`config.mk`:
```
export PLATFORM = sky130hd
export DESIGN_NAME = trigger_sequencer
export DESIGN_NICKNAME = d
export VERILOG_FILES = /design/src/rtl/trigger_sequencer.sv
export SDC_FILE = /design/constraint.sdc
export NUM_CORES = 1
export LEC_CHECK = 0
export CAP_MARGIN = 20
export CORE_MARGIN = 3
export CORE_UTILIZATION = 49
export CTS_BUF_LIST = sky130_fd_sc_hd__clkbuf_4
export DETAILED_ROUTE_END_ITERATION = 6
export PLACE_DENSITY = 0.7
export SLEW_MARGIN = 20
export SYNTH_ARGS = -nofsm -noshare
export SYNTH_HDL_FRONTEND = slang
export SYNTH_SLANG_ARGS = --single-unit
```
`constraint.sdc`:
```
create_clock -name clkA -period 5.07 [get_ports clkA]
set_clock_uncertainty 0.15 [all_clocks]
set_input_delay 0.507 -clock clkA [delete_from_list [all_inputs] [get_ports clkA]]
set_output_delay 0.507 -clock clkA [all_outputs]
set_load 0.03 [all_outputs]
```
`src/rtl/trigger_sequencer.sv`:
```
// Trigger sequencer: issues a programmed number of trigger trials on trg and
// runs a four-phase handshake against a done flag arriving from another clock domain.
module trigger_sequencer #(
    parameter int CNT_W = 8,
    parameter int GAP_W = 4,
    parameter int TO_W  = 6
) (
    input  logic             clkA,
    input  logic             rst,
    input  logic             start,
    input  logic             abort,
    input  logic [CNT_W-1:0] n_trials,
    input  logic [GAP_W-1:0] gap,
    input  logic             done_async,
    output logic             trg,
    output logic             busy,
    output logic [CNT_W-1:0] trial_cnt,
    output logic             finished,
    output logic             timeout_err
);

    typedef enum logic [2:0] {
        ST_IDLE    = 3'd0,
        ST_ARM     = 3'd1,
        ST_RELEASE = 3'd2,
        ST_GAP     = 3'd3,
        ST_FINISH  = 3'd4,
        ST_ERROR   = 3'd5
    } state_t;

    localparam logic [CNT_W-1:0] CNT_ZERO = {CNT_W{1'b0}};
    localparam logic [CNT_W-1:0] CNT_ONE  = {{(CNT_W-1){1'b0}}, 1'b1};
    localparam logic [GAP_W-1:0] GAP_ZERO = {GAP_W{1'b0}};
    localparam logic [GAP_W-1:0] GAP_ONE  = {{(GAP_W-1){1'b0}}, 1'b1};
    localparam logic [TO_W-1:0]  TO_ZERO  = {TO_W{1'b0}};
    localparam logic [TO_W-1:0]  TO_ONE   = {{(TO_W-1){1'b0}}, 1'b1};
    // The counter reaches its all-ones value on the edge that leaves the phase,
    // so the decision is taken one count earlier.
    localparam logic [TO_W-1:0]  TO_LAST  = {TO_W{1'b1}} - TO_ONE;

    state_t           state_r;
    state_t           state_nx_s;
    logic [1:0]       sync_r;
    logic             done_s;
    logic [CNT_W-1:0] n_r;
    logic [GAP_W-1:0] gap_r;
    logic [CNT_W-1:0] trial_cnt_r;
    logic [CNT_W-1:0] cnt_plus1_s;
    logic [GAP_W-1:0] gap_cnt_r;
    logic [TO_W-1:0]  to_cnt_r;
    logic             trg_r;
    logic             busy_r;
    logic             finished_r;
    logic             timeout_err_r;
    logic             accept_s;
    logic             trial_done_s;

    assign done_s      = sync_r[1];
    assign cnt_plus1_s = trial_cnt_r + CNT_ONE;

    // Two-flop synchronizer for the done flag from the clkB domain.
    always_ff @(posedge clkA) begin
        if (rst) begin
            sync_r <= 2'b00;
        end else begin
            sync_r <= {sync_r[0], done_async};
        end
    end

    // Next-state decode; abort outranks acknowledge and timeout.
    always_comb begin
        state_nx_s   = state_r;
        accept_s     = 1'b0;
        trial_done_s = 1'b0;
        case (state_r)
            ST_IDLE: begin
                if (start) begin
                    accept_s   = 1'b1;
                    state_nx_s = (n_trials == CNT_ZERO) ? ST_FINISH : ST_ARM;
                end else begin
                    state_nx_s = ST_IDLE;
                end
            end
            ST_ARM: begin
                if (abort) begin
                    state_nx_s = ST_IDLE;
                end else if (done_s) begin
                    state_nx_s = ST_RELEASE;
                end else if (to_cnt_r == TO_LAST) begin
                    state_nx_s = ST_ERROR;
                end else begin
                    state_nx_s = ST_ARM;
                end
            end
            ST_RELEASE: begin
                if (abort) begin
                    state_nx_s = ST_IDLE;
                end else if (!done_s) begin
                    trial_done_s = 1'b1;
                    if (cnt_plus1_s == n_r) begin
                        state_nx_s = ST_FINISH;
                    end else if (gap_r == GAP_ZERO) begin
                        state_nx_s = ST_ARM;
                    end else begin
                        state_nx_s = ST_GAP;
                    end
                end else if (to_cnt_r == TO_LAST) begin
                    state_nx_s = ST_ERROR;
                end else begin
                    state_nx_s = ST_RELEASE;
                end
            end
            ST_GAP: begin
                if (abort) begin
                    state_nx_s = ST_IDLE;
                end else if (gap_cnt_r == gap_r) begin
                    state_nx_s = ST_ARM;
                end else begin
                    state_nx_s = ST_GAP;
                end
            end
            ST_FINISH: begin
                state_nx_s = ST_IDLE;
            end
            ST_ERROR: begin
                state_nx_s = ST_IDLE;
            end
            default: begin
                state_nx_s = ST_IDLE;
            end
        endcase
    end

    // State register.
    always_ff @(posedge clkA) begin
        if (rst) begin
            state_r <= ST_IDLE;
        end else begin
            state_r <= state_nx_s;
        end
    end

    // Run parameters, trial counter, gap and timeout counters.
    always_ff @(posedge clkA) begin
        if (rst) begin
            n_r         <= CNT_ZERO;
            gap_r       <= GAP_ZERO;
            trial_cnt_r <= CNT_ZERO;
            gap_cnt_r   <= GAP_ZERO;
            to_cnt_r    <= TO_ZERO;
        end else begin
            if (accept_s) begin
                n_r         <= n_trials;
                gap_r       <= gap;
                trial_cnt_r <= CNT_ZERO;
            end else if (trial_done_s) begin
                trial_cnt_r <= cnt_plus1_s;
            end else begin
                trial_cnt_r <= trial_cnt_r;
            end

            if (state_r == ST_GAP && state_nx_s == ST_GAP) begin
                gap_cnt_r <= gap_cnt_r + GAP_ONE;
            end else begin
                gap_cnt_r <= GAP_ZERO;
            end

            // Any state change clears the timeout count, covering every entry to ARM or RELEASE.
            if (state_nx_s != state_r) begin
                to_cnt_r <= TO_ZERO;
            end else if (state_r == ST_ARM || state_r == ST_RELEASE) begin
                to_cnt_r <= to_cnt_r + TO_ONE;
            end else begin
                to_cnt_r <= TO_ZERO;
            end
        end
    end

    // Outputs registered from the next state so they align with the state register.
    always_ff @(posedge clkA) begin
        if (rst) begin
            trg_r         <= 1'b0;
            busy_r        <= 1'b0;
            finished_r    <= 1'b0;
            timeout_err_r <= 1'b0;
        end else begin
            trg_r      <= (state_nx_s == ST_ARM);
            busy_r     <= (state_nx_s != ST_IDLE);
            finished_r <= (state_nx_s == ST_FINISH);
            if (accept_s) begin
                timeout_err_r <= 1'b0;
            end else if (state_nx_s == ST_ERROR) begin
                timeout_err_r <= 1'b1;
            end else begin
                timeout_err_r <= timeout_err_r;
            end
        end
    end

    assign trg         = trg_r;
    assign busy        = busy_r;
    assign trial_cnt   = trial_cnt_r;
    assign finished    = finished_r;
    assign timeout_err = timeout_err_r;

endmodule

```
==> flow_summary_export.csv <==
group,metric,value,unit
outcome,status,"finished clean",
synthesis,synthCells,232,
cells_and_area,fillCellCount,343,
power_and_ir_drop,leakagePower,0.864,nW
placement,dp_hpwl,3050,um
clock_tree,postCtsSetupBuffers,0,
route,vias,1696,
clock_tree,htree_levels,2,
die,dieHeight,70.0,um
sta,worst_hold_slack,0.299,ns
sta,worst_slew_pin_slew,0.629,ns
route,firstDrtPassIters,4,
job,drv_cap,0,
global_routing,antenna_found_initial,0,
die,pin_count,29,
cells_and_area,nets,279,
cells_and_area,diodes,0,
clock_tree,clockBufferDepth,2,
cells_and_area,design_area,0.00239,mm2
synthesis,syn_nets,253,
setup_path,r2r_slack,2.46,ns
clock_tree,cts_num_sinks,39,
sta,period_share,51.5,%
synthesis,ys_seq_area_share,38.9,%
setup_path,setup.worst_path.end_class,"register",
cells_and_area,finalCoreUtilization,63.0,%
clock_tree,insertion_delay,0.35,ns
power_and_ir_drop,max-vdd-ir-drop,0.183,mV
global_routing,grt-ovfl-total,0,
route,wl_per_cell,13.6,um
setup_path,critical_path.startpoint_type,"register",
power_and_ir_drop,powerDensity,272,mW/mm2
setup_path,setup.worst_path.class,"reg -> reg",
setup_path,crit_path_max_fanout,9,
synthesis,ys_ff_latch,39,
min_path,hp-class,"reg -> reg",
die,core_area,0.00380,mm2
cells_and_area,drive_above_1_share,8.88,%
setup_path,max_stage_delay,0.53,ns
cells_and_area,final_cell_mix,"dfxtp_1, nand2_1, clkdlybuf4s50_1",
global_routing,grt_pass1_vias,1565,
placement,place_area,0.00229,mm2
route,drc,0,
route,ant_nets,0,
die,start_util,52.9,%
power_and_ir_drop,power,0.000651,W
synthesis,syn-cell-area,0.00201,mm2
sta,drv_slew,0,
synthesis,synthArstFlopShare,0,%
synthesis,synth-edff-count,0,
cells_and_area,syn2layout_area_growth,19.3,%
route,first_iter_violations,139,
sta,fmax,383,MHz
setup_path,worst_path_max_delay_cell,"dfxtp_1",
sta,fin_crit,2.61,ns
placement,io_buffers,28,
route,routed_via_density,5.52,
synthesis,yosysWarnings,0,
clock_tree,numCtsBuffers,5,
setup_path,path_cells,"nand4_2 > or3_4 > a2111oi_4 > a21oi_2 > o32ai_2 > nor3_1",
global_routing,grt_util_all_layers,17.8,%
setup_path,cp.required,5.15,ns
clock_tree,cts.clk_slew.worst_paths,0.12,ns
synthesis,synth-main-ff-cell,"dfxtp_1",
global_routing,grt_max_degree,18,
route,wl,4160,um
cells_and_area,final_common_cell,"dfxtp_1",
clock_tree,post_cts_resized,0,
clock_tree,cts-root-buf,"clkbuf_4",
synthesis,synth_cell_types,46,
sta,max_slew_margin,57.9,%
die,die_w,70.0,um
die,die_area,0.00490,mm2
cells_and_area,multi_input_area,0.00115,mm2
sta,hold_viol,0,
placement,place_congestion,0.853,
clock_tree,holdBufCountCts,0,
global_routing,grt_pass1_wl,7090,um
sta,setup_viol_count_final,0,
sta,fin_tns_setup,0,ns
synthesis,avgSynthCellArea,8.66,um2
cells_and_area,seqCellArea,781,um2
clock_tree,cts_tree,"done",
sta,rsz0062_at_grt,"no",
setup_path,cp_data_arrival_time,2.69,ns
die,num_rows,22,
-- power by group --
group | switching, W | leakage (nW) | internal (W)
clock network | 0.000104 | 0.0559 | 0.000159
logic | 0.0000328 | 0.491 | 0.0000317
registers | 0.00000830 | 0.317 | 0.000315
total | 0.000145 | 0.864 | 0.000506
-- sequential cells by signal, indices dropped and copies added (netlist names) --
signal / cells
timeout_err: 1
trial_cnt: 8
n_r: 8
trg: 1
sync_r: 2
finished: 1
gap_cnt_r: 4
state_r: 3
busy: 1
to_cnt_r: 6
gap_r: 4
-- Yosys cell counts, types with 3 or more instances --
master     n  area (um2)
dfxtp_1   39         781
xor2_1    12         105
o211a_1    3        30.0
xnor2_1   12         105
clkbuf_1   5        18.8
nor2_1    21        78.8
nor3_1     9        45.0
inv_1      3        11.3
ha_1       4        50.1
nand3_1   11        55.1
nand2_1   33         124
a21oi_1   22         110
o21ai_0    7        35.0
o211ai_1   3        22.5
nand2b_1   4        25.0
nor4_1     6        37.5
-- kinds of logic (layout without fill, tap and decap cells) --
logic type	after synthesis	after routing	share of synthesized area (%)
AOI/OAI and AO/OA	49	49	17.1
xor gates and xnor gates	25	25	11.7
adders and majority gates	4	4	2.49
buffers and inverters	13	40	4.17
DFF	39	39	38.9
and+or+nand+nor	102	102	25.7
-- layer usage --
metal	GRT usage (%)	part of all wire [%]	up-vias
met5	0	0	-
met4	7.02	1.7	0
met3	3.60	3.5	8
met2	29.8	47	25
met1	22.2	48	794
li1	-	-	869
-- per-stage QoR --
stage	setup WS [ns]	instances
finish	2.46	307
global route	2.24	307
CTS	2.46	307
detailed placement	2.16	299
global placement	2.23	299
floorplan	2.57	232
-- worst max-delay path, delay by kind of cell (launching register included) --
kind	cells	cell delay, ns
DFF	1	0.53
AOI/OAI and AO/OA	3	1.07
and+or+nand+nor	3	0.74
-- path summary, 6_finish.rpt --
path / from / end / depth (start not counted)
worst max-delay path: trial_cnt[2] / to_cnt_r[4] / 6
worst min-delay path: sync_r[0] / sync_r[1] / 1
worst max register to register: trial_cnt[2] / to_cnt_r[4] / 6
worst min register to register: sync_r[0] / sync_r[1] / 1
-- layout make-up --
class | count | area share, %
Timing Repair Buffer | 29 | 12.0
Inverter | 3 | 0.470
Multi-Input combinational cell | 180 | 48.0
Clock inverter | 2 | 2.51
Tap cell | 48 | 2.51
Sequential cell | 39 | 32.6
Clock buffer | 6 | 1.88
Note: power is estimated with default switching activity, not from simulation.
